<file path="src/rtl/alu_8bit_if.sv">
`default_nettype none
// ============================================================================
// Module      : alu_8bit_if
// Description : Operand/opcode and result/flag bundle for alu_8bit.
// Revision    : 1.0 - initial release
// ============================================================================
interface alu_8bit_if;
   logic [7:0] operand1;
   logic [7:0] operand2;
   logic [2:0] aluop;
   logic [7:0] aluresult;
   logic       zero;
   logic       carry;

   // Decode/register-file side: drives operands, observes results.
   modport master (
      output operand1,
      output operand2,
      output aluop,
      input  aluresult,
      input  zero,
      input  carry
   );

   // ALU side.
   modport slave (
      input  operand1,
      input  operand2,
      input  aluop,
      output aluresult,
      output zero,
      output carry
   );
endinterface
`default_nettype wire

</file>
<file path="src/rtl/alu_8bit.sv">
`default_nettype none
// ============================================================================
// Module      : alu_8bit
// Description : Registered 8-bit ALU (FORWARD/ADD/AND/OR) with ZERO/CARRY.
//               Define ALU_EXT_OPS_EN to add SUB/XOR/SLL/SRL on 3'b100-3'b111.
// Revision    : 1.0 - initial release
// ============================================================================
module alu_8bit (
   input  logic      clk,
   input  logic      rst_n,
   alu_8bit_if.slave bus
);

   localparam logic [2:0] c_op_fwd = 3'b000;
   localparam logic [2:0] c_op_add = 3'b001;
   localparam logic [2:0] c_op_and = 3'b010;
   localparam logic [2:0] c_op_or  = 3'b011;
`ifdef ALU_EXT_OPS_EN
   localparam logic [2:0] c_op_sub = 3'b100;
   localparam logic [2:0] c_op_xor = 3'b101;
   localparam logic [2:0] c_op_sll = 3'b110;
   localparam logic [2:0] c_op_srl = 3'b111;
`endif

   logic [7:0] r_result;
   logic       r_zero;
   logic       r_carry;

   logic [7:0] w_result;
   logic       w_carry;
   logic [8:0] w_sum9;
`ifdef ALU_EXT_OPS_EN
   logic [8:0]  w_diff9;
   logic [2:0]  w_shamt;
   logic [15:0] w_sll16;
   logic [15:0] w_srl16;
`endif

   assign w_sum9 = {1'b0, bus.operand1} + {1'b0, bus.operand2};

`ifdef ALU_EXT_OPS_EN
   // Widened shifts land the last bit shifted out at a fixed position
   // (bit 8 for left, bit 7 for right); a zero shift leaves a 0 there.
   assign w_diff9 = {1'b0, bus.operand1} - {1'b0, bus.operand2};
   assign w_shamt = bus.operand2[2:0];
   assign w_sll16 = {8'h00, bus.operand1} << w_shamt;
   assign w_srl16 = {bus.operand1, 8'h00} >> w_shamt;
`endif

   // Unknown or unsupported opcodes fall to the default and yield 0x00/0.
   always_comb begin
      w_result = 8'h00;
      w_carry  = 1'b0;
      case (bus.aluop)
         c_op_fwd: w_result = bus.operand2;
         c_op_add: begin
            w_result = w_sum9[7:0];
            w_carry  = w_sum9[8];
         end
         c_op_and: w_result = bus.operand1 & bus.operand2;
         c_op_or:  w_result = bus.operand1 | bus.operand2;
`ifdef ALU_EXT_OPS_EN
         c_op_sub: begin
            w_result = w_diff9[7:0];
            w_carry  = w_diff9[8];
         end
         c_op_xor: w_result = bus.operand1 ^ bus.operand2;
         c_op_sll: begin
            w_result = w_sll16[7:0];
            w_carry  = w_sll16[8];
         end
         c_op_srl: begin
            w_result = w_srl16[15:8];
            w_carry  = w_srl16[7];
         end
`endif
         default: begin
            w_result = 8'h00;
            w_carry  = 1'b0;
         end
      endcase
   end

   // ZERO is taken from the same-cycle result so it never lags ALURESULT.
   always_ff @(posedge clk or negedge rst_n) begin
      if (!rst_n) begin
         r_result <= 8'h00;
         r_zero   <= 1'b1;
         r_carry  <= 1'b0;
      end else begin
         r_result <= w_result;
         r_zero   <= (w_result == 8'h00);
         r_carry  <= w_carry;
      end
   end

   assign bus.aluresult = r_result;
   assign bus.zero      = r_zero;
   assign bus.carry     = r_carry;

endmodule
`default_nettype wire

</file>
<file path="src/flat_wrapper.sv">
// flat-port wrapper written by rule: the top's interface ports become plain ports
module alu_8bit_flat 
  (clk, rst_n, bus_operand1, bus_operand2, bus_aluop, bus_aluresult, bus_zero, bus_carry);
  alu_8bit_if bus_i ();
  input  logic clk;
  input  logic rst_n;
  input wire logic [$bits(bus_i.operand1)-1:0] bus_operand1;
  input wire logic [$bits(bus_i.operand2)-1:0] bus_operand2;
  input wire logic [$bits(bus_i.aluop)-1:0] bus_aluop;
  output wire logic [$bits(bus_i.aluresult)-1:0] bus_aluresult;
  output wire logic [$bits(bus_i.zero)-1:0] bus_zero;
  output wire logic [$bits(bus_i.carry)-1:0] bus_carry;
  assign bus_i.operand1 = bus_operand1;
  assign bus_i.operand2 = bus_operand2;
  assign bus_i.aluop = bus_aluop;
  assign bus_aluresult = bus_i.aluresult;
  assign bus_zero = bus_i.zero;
  assign bus_carry = bus_i.carry;
  alu_8bit u_core (.clk(clk), .rst_n(rst_n), .bus(bus_i));
endmodule
</file>
<file path="config.mk">
export PLATFORM = sky130hd
export DESIGN_NAME = alu_8bit_flat
export DESIGN_NICKNAME = d
export VERILOG_FILES = /design/src/rtl/alu_8bit_if.sv /design/src/rtl/alu_8bit.sv /design/src/flat_wrapper.sv
export SDC_FILE = /design/constraint.sdc
export NUM_CORES = 1
export LEC_CHECK = 0
export ABC_AREA = 0
export CAP_MARGIN = 10
export CORE_MARGIN = 2
export CORE_UTILIZATION = 51
export CTS_CLUSTER_DIAMETER = 30
export CTS_CLUSTER_SIZE = 30
export DETAILED_ROUTE_END_ITERATION = 10
export PLACE_DENSITY_LB_ADDON = 0.1
export REMOVE_ABC_BUFFERS = 1
export SETUP_SLACK_MARGIN = 0.2
export SYNTH_ARGS = -nofsm -noshare
export SYNTH_HDL_FRONTEND = slang
export SYNTH_SLANG_ARGS = --single-unit
export TNS_END_PERCENT = 100
</file>
<file path="constraint.sdc">
create_clock -name clk -period 1.19 [get_ports clk]
set_clock_uncertainty 0.1 [all_clocks]
set_input_delay 0.238 -clock clk [delete_from_list [all_inputs] [get_ports clk]]
set_output_delay 0.238 -clock clk [all_outputs]
set_load 0.005 [all_outputs]
</file>
==> flow_metrics.py, run 1 <==
metrics = {
    "run_status": {
        "status": "aborted with a tool error",
        "haltStage": "clock tree synthesis",
        "error_line": "[ERROR DPL-0033] detailed placement checks failed during check placement.",
    },
    "clock_network": {
        "cts_max_path_buffers": 2,
        "htreeDepth": 1,
        "cts_resized": 164,
        "clock_sinks": 10,
        "cts_made_buffers": 3,
        "cts_hold_buf": 0,
        "post_cts_buffers": 10,
        "cts_root_buffer": "clkbuf_4",
    },
    "place": {
        "place_area_sq_mm": 0.00163,
        "placed_cells": 207,
        "numPortBuffers": 30,
        "hpwl_mm": 2.31,
        "place.gp.congestion": 0.901,
    },
    "logic_synthesis": {
        "synth_area_leaders": "dfrtp_1, ha_1, inv_1, mux2i_1, a21oi_1",
        "seq_area_frac_synth_pct": 23.1,
        "syn_area_per_cell_sq_um": 8.86,
        "synth_top_area_share_pct": 20.7,
        "yosys_warnings": 0,
        "synth_top_cell_by_area": "dfrtp_1",
        "synth_cell_types": 43,
        "synth_area_sq_mm": 0.00109,
        "synth_ff_type": "dfrtp_1",
        "synth_cells": 123,
        "synth-edff-count": 0,
        "ys_ff_latch": 10,
        "async_flop_share_pct": 100,
    },
    "floorplan": {
        "row_count": 16,
        "ios": 31,
        "floorplan.die.width_microns": 50.2,
        "die_h_microns": 50.2,
        "start_util_pct": 55.0,
    },
}
kinds of logic after synthesis:
kind of cell,after synthesis,share of synthesized area [%]
AO/OA/AOI/OAI,30,18.0
XOR/XNOR,2,1.61
adder cells (fa/ha/maj),17,20.2
buffers and inverters,27,10.9
flip-flops,10,23.1
multiplexers,9,9.53
AND/OR/NAND/NOR,28,16.6
cells in the mapped netlist, drive strengths merged (2+ instances only):
cell   number
inv        22
ha         16
dfrtp       9
a21oi       7
mux2i       7
o21ai       6
o22ai       5
buf         4
nand2       4
nor3b       4
nand4       3
nor2        3
or2         3
and2        2
nand3       2
stage by stage:
| step | worst slack (ns) | setup TNS (ns) |
|---|---|---|
| after floorplan | -0.916 | -4.32 |
| after global placement | -1.46 | -11.03 |
| after detailed placement | -1.53 | -11.65 |
==> run 2: changes to the inputs <==
--- a/config.mk
+++ b/config.mk
@@ -7,14 +7,11 @@
 export LEC_CHECK = 0
 export ABC_AREA = 0
 export CAP_MARGIN = 10
-export CORE_MARGIN = 2
-export CORE_UTILIZATION = 51
-export CTS_CLUSTER_DIAMETER = 30
-export CTS_CLUSTER_SIZE = 30
+export CORE_AREA = 2 2 63 65
 export DETAILED_ROUTE_END_ITERATION = 10
-export PLACE_DENSITY_LB_ADDON = 0.1
+export DIE_AREA = 0 0 65 67
+export PLACE_DENSITY_LB_ADDON = 0.15
 export REMOVE_ABC_BUFFERS = 1
-export SETUP_SLACK_MARGIN = 0.2
 export SYNTH_ARGS = -nofsm -noshare
 export SYNTH_HDL_FRONTEND = slang
 export SYNTH_SLANG_ARGS = --single-unit
==> flow_metrics.py, run 2 <==
metrics = {
    "logic_synthesis": {
        "synth_common_cells": "inv_1, ha_1, dfrtp_1, a21oi_1, mux2i_1",
        "synth_cells": 123,
        "synth_cell_types": 43,
        "async_flop_share_pct": 100,
        "synth_area_leaders": "dfrtp_1, ha_1, inv_1, mux2i_1, a21oi_1",
        "synth-edff-count": 0,
        "syn_area_per_cell_sq_um": 8.86,
        "ys_ff_latch": 10,
        "yosys_warnings": 0,
        "synth_top_cell_by_area": "dfrtp_1",
        "synth_area_sq_mm": 0.00109,
        "synth_top_area_share_pct": 20.7,
        "seq_area_frac_synth_pct": 23.1,
        "synth_ff_type": "dfrtp_1",
        "yosysMostFrequentCell": "inv_1",
    },
    "sta": {
        "slew_violations": 0,
        "relSlewSlack_pct": 79.9,
        "min_period_over_period_pct": 167,
        "worst_hold_slack_ns": 0.204,
        "worstMarginPinSlew_ns": 0.302,
        "setup_ws_ns": -0.794,
        "finalCriticalPeriod_ns": 1.98,
        "finalSetupViolations": 10,
        "rsz0062_at_grt": "yes",
        "hold_viol_final": 0,
        "setup_tns_ns": -4.59,
        "fmaxAchievable_mhz": 504,
    },
    "global_routing": {
        "grt_max_degree": 9,
        "grt_pass1_vias": 1174,
        "grt_pass1_wl_mm": 5.09,
        "antenna_found_initial": 0,
        "grt_overflow": 0,
        "track_usage_pct": 14.8,
    },
    "place": {
        "placed_cells": 232,
        "place.gp.congestion": 0.756,
        "numPortBuffers": 30,
        "hpwl_mm": 2.36,
    },
    "setup_path": {
        "startpoint": "bus_operand1[0]",
        "worstSetupPathType": "in2reg",
        "worstSetupPathDepth": 9,
        "crit_path_end": "u_core.bus.zero",
        "worstSetupStartpointType": "input port",
        "cp-end-kind": "register",
        "crit_family": "adder cells",
        "cp_data_required_time_ns": 1.23,
        "cpPeakStageDelay_ns": 0.47,
        "path_max_fanout": 2,
        "crit_buf_inv": 2,
        "cp_slowest_cell": "mux4_2",
        "path_cells": "buf_8 > ha_4 > inv_2 > fa_2 > xnor2_2 > mux4_2 > a211oi_2 > o2111ai_2 > nor4_2",
        "worst_ep_arrival_time_ns": 2.03,
    },
    "cells_and_area": {
        "layout_commonest_cell": "buf_4",
        "regArea_sq_um": 251,
        "fin_cells": 248,
        "fill_cells": 313,
        "final_cell_mix": "buf_4, buf_6, inv_2, clkdlybuf4s15_1",
        "multi_input_area_sq_mm": 0.00101,
        "layout.nets": 239,
        "final_util_pct": 59.3,
        "largest_reg_flops": 8,
        "diodes": 0,
        "syn2layout_area_growth_pct": 96.3,
        "layout-drive-gt1-share_pct": 62.0,
    },
    "clock_network": {
        "cts_root_buffer": "clkbuf_8",
        "clkTransAtPathRegs_ns": 0.05,
        "cts_hold_buf": 0,
        "cts_max_path_buffers": 2,
        "htreeDepth": 1,
        "clock_sinks": 10,
        "cts_tree": "done",
        "cts_made_buffers": 3,
    },
    "route": {
        "antenna_left": 0,
        "drtIter0Drc": 73,
        "routed_wl_mm": 3.08,
        "routedWlPerCell_microns": 12.4,
        "drc": 0,
        "vias": 1153,
        "firstDrtPassIters": 6,
        "via_per_inst": 4.65,
    },
    "power_and_ir_drop": {
        "power.density_mw_per_mm2": 734,
        "leakage_nw": 0.992,
        "fin_total_pwr_w": 0.00157,
        "ir_drop_mv": 0.294,
    },
    "run_status": {
        "failed_checks": "negative setup slack",
        "status": "finished, violations left",
    },
    "floorplan": {
        "die_h_microns": 67,
        "start_util_pct": 30.2,
        "floorplan.die.width_microns": 65,
        "dieArea_sq_mm": 0.00436,
        "core_area_sq_mm": 0.00361,
        "ios": 31,
        "row_count": 22,
    },
    "hold_path": {
        "hold_path_class": "in2async",
    },
    "run": {
        "cap_violations": 0,
    },
}
run 2: logic make-up after synthesis:
logic type                 count (synthesis)  synth area share (%)
AOI/OAI and AO/OA                         30                  18.0
and+or+nand+nor                           28                  16.6
buffers and inverters                     27                  10.9
adders and majority gates                 17                  20.2
DFF                                       10                  23.1
muxes                                      9                  9.53
xor gates and xnor gates                   2                  1.61
run 2: area by class of cell:
class                      count  area share [%]
clock buffer                   4            2.57
inverter                      22            4.21
multi-input combinational     86            47.0
sequential                    10            11.8
tap                           48            2.81
timing repair buffer          78            31.6
run 2: through the flow:
stage	cell area, sq um	setup WS, ns
detailed placement	1680	-1.58
floorplan	1050	-0.916
finish	2140	-0.794
CTS	1970	-0.858
global placement	1680	-1.47
global route	2140	-0.881
run 2: timing repair:
action / CTS / global route
pin swaps: 18 / 24
buffers inserted: 8 / 6
resized for setup: 106 / 51
setup endpoints to repair: 20 / 20
run 2: report_power, final:
group / switching [W] / internal, W
Sequential: 0.00000698 / 0.000374
Clock: 0.000124 / 0.000290
Combinational: 0.000327 / 0.000448
Total: 0.000458 / 0.00111
run 2: how the worst min path moves through the flow:
| stage | from | endpoint | slack, ns | cells after the start |
|---|---|---|---|---|
| 2_1_floorplan | rst_n | u_core.bus.aluresult[0] | -0.16 | 0 |
| 3_3_place_gp | rst_n | u_core.bus.aluresult[3] | 0.44 | 2 |
| 3_5_place_dp | rst_n | u_core.bus.aluresult[3] | 0.45 | 2 |
| 4_1_cts | rst_n | u_core.bus.aluresult[3] | 0.20 | 2 |
| 5_1_grt | rst_n | u_core.bus.aluresult[0] | 0.22 | 2 |
| 6_report | rst_n | u_core.bus.aluresult[0] | 0.20 | 2 |
run 2: per-layer routing:
layer	routed length [microns]	up-vias	global-route usage [%]
li1	-	586	-
met1	1290	535	17.1
met2	1650	30	28.6
met3	120	2	1.69
met4	15	0	3.99
met5	0	-	0
(Power assumes the default switching activity.)
==> run 3: changes to the inputs <==
--- a/config.mk
+++ b/config.mk
@@ -7,9 +7,10 @@
 export LEC_CHECK = 0
 export ABC_AREA = 0
 export CAP_MARGIN = 10
-export CORE_AREA = 2 2 63 65
+export CORE_AREA = 4 4 65 67
+export CTS_BUF_LIST = sky130_fd_sc_hd__clkbuf_16
 export DETAILED_ROUTE_END_ITERATION = 10
-export DIE_AREA = 0 0 65 67
+export DIE_AREA = 0 0 69 71
 export PLACE_DENSITY_LB_ADDON = 0.15
 export REMOVE_ABC_BUFFERS = 1
 export SYNTH_ARGS = -nofsm -noshare
==> flow_metrics.py, run 3 (synthesized netlist as in run 2, its figures left out) <==
metrics = {
    "sta": {
        "finalCriticalPeriod_ns": 1.94,
        "hold_viol_final": 0,
        "rsz0062_at_grt": "yes",
        "setup_ws_ns": -0.748,
        "fmaxAchievable_mhz": 516,
        "relSlewSlack_pct": 71.9,
        "slew_violations": 0,
        "min_period_over_period_pct": 163,
        "finalSetupViolations": 9,
        "worstMarginPinSlew_ns": 0.421,
    },
    "run_status": {
        "failed_checks": "negative setup slack",
        "status": "finished, violations left",
    },
    "clock_network": {
        "htreeDepth": 1,
        "cts_hold_buf": 0,
        "cts_root_buffer": "clkbuf_16",
        "cts_tree": "done",
        "clkTransAtPathRegs_ns": 0.04,
        "cts_made_buffers": 3,
        "cts_max_path_buffers": 2,
        "clock_sinks": 10,
    },
    "cells_and_area": {
        "layout-drive-gt1-share_pct": 59.4,
        "largest_reg_flops": 8,
        "diodes": 0,
        "layout.nets": 236,
        "fin_cells": 245,
        "layout_commonest_cell": "buf_4",
        "postLayoutCellArea_sq_mm": 0.00218,
        "fill_cells": 313,
        "final_cell_mix": "buf_4, buf_6, inv_2",
        "syn2layout_area_growth_pct": 100,
        "multi_input_area_sq_mm": 0.00101,
        "regArea_sq_um": 251,
    },
    "place": {
        "place.gp.congestion": 0.873,
        "place_ws_ns": -1.59,
        "place_area_sq_mm": 0.00167,
        "numPortBuffers": 30,
        "placed_cells": 228,
        "hpwl_mm": 2.37,
    },
    "setup_path": {
        "worstSetupPathType": "in2reg",
        "worst_ep_arrival_time_ns": 1.98,
        "path_max_fanout": 2,
        "cp-end-kind": "register",
        "cp_data_required_time_ns": 1.23,
        "worstSetupStartpointType": "input port",
    },
    "route": {
        "drtIter0Drc": 44,
        "routedWlPerCell_microns": 13.5,
        "via_per_inst": 4.77,
        "routed_wl_mm": 3.31,
        "drc": 0,
        "antenna_left": 0,
        "firstDrtPassIters": 4,
        "vias": 1168,
    },
    "global_routing": {
        "track_usage_pct": 13.0,
        "grt_max_degree": 11,
        "grt_pass1_wl_mm": 5.22,
        "grt_pass1_vias": 1163,
        "grt_overflow": 0,
        "antenna_found_initial": 0,
    },
    "floorplan": {
        "row_count": 22,
        "start_util_pct": 30.0,
        "ios": 31,
        "dieArea_sq_mm": 0.00490,
        "die_h_microns": 71,
        "floorplan.die.width_microns": 69,
        "core_area_sq_mm": 0.00363,
    },
    "hold_path": {
        "hold_path_class": "in2async",
    },
    "power_and_ir_drop": {
        "power_frac_clock_pct": 33.7,
        "internal-power_w": 0.00126,
        "power.density_mw_per_mm2": 799,
        "p_comb_share_pct": 44.4,
        "switchingPower_w": 0.000486,
        "pwr-share-seq_pct": 21.9,
        "ir_drop_mv": 0.409,
        "switching_share_pct": 27.9,
        "leakage_nw": 1.02,
    },
    "run": {
        "cap_violations": 0,
    },
}
[run 3: cell count changes in the layout (fill, tap and decap cells not counted), sizes merged]
cell           before  now
dlygate4sd2         4   10
clkdlybuf4s15      12    7
clkbuf              7    3
buf                56   55
clkdlybuf4s50       3    2
clkinv              0    1
dlymetal6s2s        0    1
[run 3: power by group through the flow]
stage / Clock [W] / Sequential, W / Combinational (W)
finish: 0.000588 / 0.000382 / 0.000774
global route: 0.000625 / 0.000383 / 0.000832
CTS: 0.000598 / 0.000381 / 0.000669
detailed placement: 0 / 0.000387 / 0.000559
global placement: 0 / 0.000386 / 0.000547
floorplan: 0 / 0.000392 / 0.000229
[run 3: timing repair]
action,in CTS,in global routing
endpoints found under the hold margin,0,0
buffers inserted,9,7
gates resized for setup,125,29
pin swaps,22,15
setup endpoints to repair,20,15
[run 3: worst max-delay path, stage by stage]
cell and delay (ns):
buf_8 0.08, ha_4 0.13, inv_2 0.04, fa_2 0.37
xnor2_1 0.14, mux4_2 0.47, a211oi_2 0.21, o2111ai_2 0.13
nor4_2 0.17
[run 3: metal layers]
| metal | routed length, microns | vias up | global-route usage, % | part of all wire [%] |
|---|---|---|---|---|
| met3 | 150 | 5 | 2.41 | 4.5 |
| met4 | 68 | 0 | 4.99 | 2.1 |
| li1 | - | 586 | - | - |
| met2 | 1750 | 31 | 23.1 | 53 |
| met1 | 1340 | 546 | 15.4 | 40 |
| met5 | 0 | - | 0 | 0 |
[run 3: through the flow]
step | total power, W | hold WS, ns | util [%] | setup TNS [ns]
6_report | 0.00174 | 0.209 | 60.0 | -4.55
5_1_grt | 0.00184 | 0.243 | 60.0 | -5.03
4_1_cts | 0.00165 | 0.217 | 55.3 | -4.11
3_5_place_dp | 0.000946 | 0.462 | 45.9 | -11.72
3_3_place_gp | 0.000934 | 0.458 | 45.9 | -11.38
2_1_floorplan | 0.000621 | -0.158 | - | -4.32
[run 3: cell type report]
cell class / count / share of cell area, %
flip-flops and latches: 10 / 11.5
well taps: 48 / 2.75
clock buffers: 3 / 3.44
repair buffers: 75 / 31.8
inverters: 22 / 3.90
multi-input cells: 86 / 46.4
clock inverters: 1 / 0.172
[run 3: final timing paths]
kind | from | slack (ns) | end
worst max-delay path | bus_operand1[0] | -0.75 | u_core.bus.zero
worst min-delay path | rst_n | 0.21 | u_core.bus.aluresult[1]
max in group asynchronous | rst_n | 0.46 | u_core.bus.zero
min in group clk | bus_aluop[2] | 0.36 | u_core.bus.aluresult[2]
==> run 4: changes to the inputs <==
--- a/config.mk
+++ b/config.mk
@@ -11,6 +11,7 @@
 export CTS_BUF_LIST = sky130_fd_sc_hd__clkbuf_16
 export DETAILED_ROUTE_END_ITERATION = 10
 export DIE_AREA = 0 0 69 71
+export GPL_TIMING_DRIVEN = 0
 export PLACE_DENSITY_LB_ADDON = 0.15
 export REMOVE_ABC_BUFFERS = 1
 export SYNTH_ARGS = -nofsm -noshare
==> flow_metrics.py, run 4 (synthesized netlist as in run 2, its figures left out) <==
metrics = {
    "route": {
        "highest_layer": "met4",
        "drtIter0Drc": 44,
        "via_per_inst": 4.87,
        "wirelength_met1_mm": 1.18,
        "antenna_left": 0,
        "wl_met3_microns": 148,
        "vias": 1052,
        "wl_met2_mm": 1.58,
        "routedWlPerCell_microns": 13.6,
        "drc": 0,
        "routed_wl_mm": 2.93,
        "firstDrtPassIters": 4,
    },
    "setup_path": {
        "worstSetupPathType": "in2reg",
        "worst_ep_arrival_time_ns": 1.99,
        "worstSetupStartpointType": "input port",
        "cp-end-kind": "register",
        "path_max_fanout": 2,
        "crit_family": "adder cells",
        "cp_slowest_cell": "mux4_2",
        "path_cells": "buf_8 > ha_4 > inv_2 > fa_2 > xnor2_1 > mux4_2 > a211oi_2 > o2111ai_2 > nor4_2",
        "crit_buf_inv": 2,
        "cpPeakStageDelay_ns": 0.47,
        "cp_data_required_time_ns": 1.23,
        "startpoint": "bus_operand2[0]",
    },
    "floorplan": {
        "row_count": 22,
        "ios": 31,
        "floorplan.die.width_microns": 69,
        "dieArea_sq_mm": 0.00490,
        "start_util_pct": 30.0,
        "die_h_microns": 71,
        "core_area_sq_mm": 0.00363,
    },
    "global_routing": {
        "antenna_found_initial": 0,
        "grt_max_degree": 17,
        "track_usage_pct": 11.7,
        "grt_pass1_wl_mm": 4.87,
        "grt_pass1_vias": 1091,
        "grt_overflow": 0,
    },
    "cells_and_area": {
        "fin_cells": 216,
        "layout-drive-gt1-share_pct": 49.4,
        "syn2layout_area_growth_pct": 70.1,
        "multi_input_area_sq_um": 966,
        "regArea_sq_um": 251,
        "largest_reg_flops": 8,
        "layout.nets": 207,
        "diodes": 0,
        "layout_commonest_cell": "buf_4",
        "fill_cells": 355,
        "final_cell_mix": "buf_4, inv_2, ha_4, dlygate4sd2_1, dfrtp_1",
    },
    "clock_network": {
        "clock_sinks": 10,
        "clkTransAtPathRegs_ns": 0.04,
        "cts_max_path_buffers": 2,
        "cts_tree": "done",
        "cts_root_buffer": "clkbuf_16",
        "htreeDepth": 1,
        "cts_made_buffers": 3,
    },
    "place": {
        "hpwl_mm": 2.05,
        "placed_cells": 196,
        "place.gp.congestion": 0.865,
        "numPortBuffers": 30,
    },
    "sta": {
        "relSlewSlack_pct": 73.2,
        "setup_tns_ns": -3.60,
        "hold_viol_final": 0,
        "min_period_over_period_pct": 164,
        "setup_ws_ns": -0.760,
        "finalCriticalPeriod_ns": 1.95,
        "finalSetupViolations": 9,
        "worstMarginPinSlew_ns": 0.401,
        "rsz0062_at_grt": "yes",
        "fmaxAchievable_mhz": 513,
        "slew_violations": 0,
    },
    "run_status": {
        "status": "finished, violations left",
        "failed_checks": "negative setup slack",
    },
    "power_and_ir_drop": {
        "power.density_mw_per_mm2": 862,
        "ir_drop_mv": 0.342,
        "leakage_nw": 0.831,
    },
    "run": {
        "cap_violations": 0,
    },
    "hold_path": {
        "hold_path_class": "in2async",
    },
}
## run 4: area by class of cell
| type | count | area share (%) |
|---|---|---|
| sequential | 10 | 13.6 |
| tap | 48 | 3.24 |
| clock inverter | 1 | 0.202 |
| inverter | 22 | 4.99 |
| multi-input combinational | 86 | 52.1 |
| timing repair buffer | 46 | 21.9 |
| clock buffer | 3 | 4.05 |
## run 4: how the worst max path moves through the flow
stage	slack, ns	to	depth (start not counted)
finish	-0.76	u_core.bus.zero	9
CTS	-0.82	u_core.bus.zero	9
detailed placement	-1.66	u_core.bus.zero	9
global placement	-1.63	u_core.bus.zero	9
floorplan	-0.92	u_core.bus.zero	8
global route	-0.84	u_core.bus.zero	9
## run 4: per-stage QoR
stage / util, % / total power (W) / setup WS (ns) / hold slack, ns / cell area (sq um)
2_1_floorplan: - / 0.000621 / -0.916 / -0.158 / 1050
3_3_place_gp: 38.9 / 0.000821 / -1.63 / 0.456 / 1410
3_5_place_dp: 38.9 / 0.000833 / -1.66 / 0.458 / 1410
4_1_cts: 48.0 / 0.00154 / -0.817 / 0.214 / 1740
5_1_grt: 51.0 / 0.00171 / -0.839 / 0.242 / 1850
6_report: 51.0 / 0.00160 / -0.760 / 0.203 / 1850
## run 4: repair_timing
item | CTS | global route
hold buffers | 0 | 0
gates resized for setup | 124 | 26
setup buffers | 11 | 5
hold endpoints to repair | 0 | 0
pin swaps | 27 | 17
setup endpoints to repair | 20 | 16
## run 4: routing by layer
layer	up-vias	track usage, %
li1	518	-
met1	505	14.0
met2	27	21.3
met3	2	1.99
met4	0	3.25
met5	-	0
## run 4: where the power goes
part,internal (W),switching [W]
clock,0.000439,0.000140
sequential,0.000375,0.00000677
combinational,0.000341,0.000296
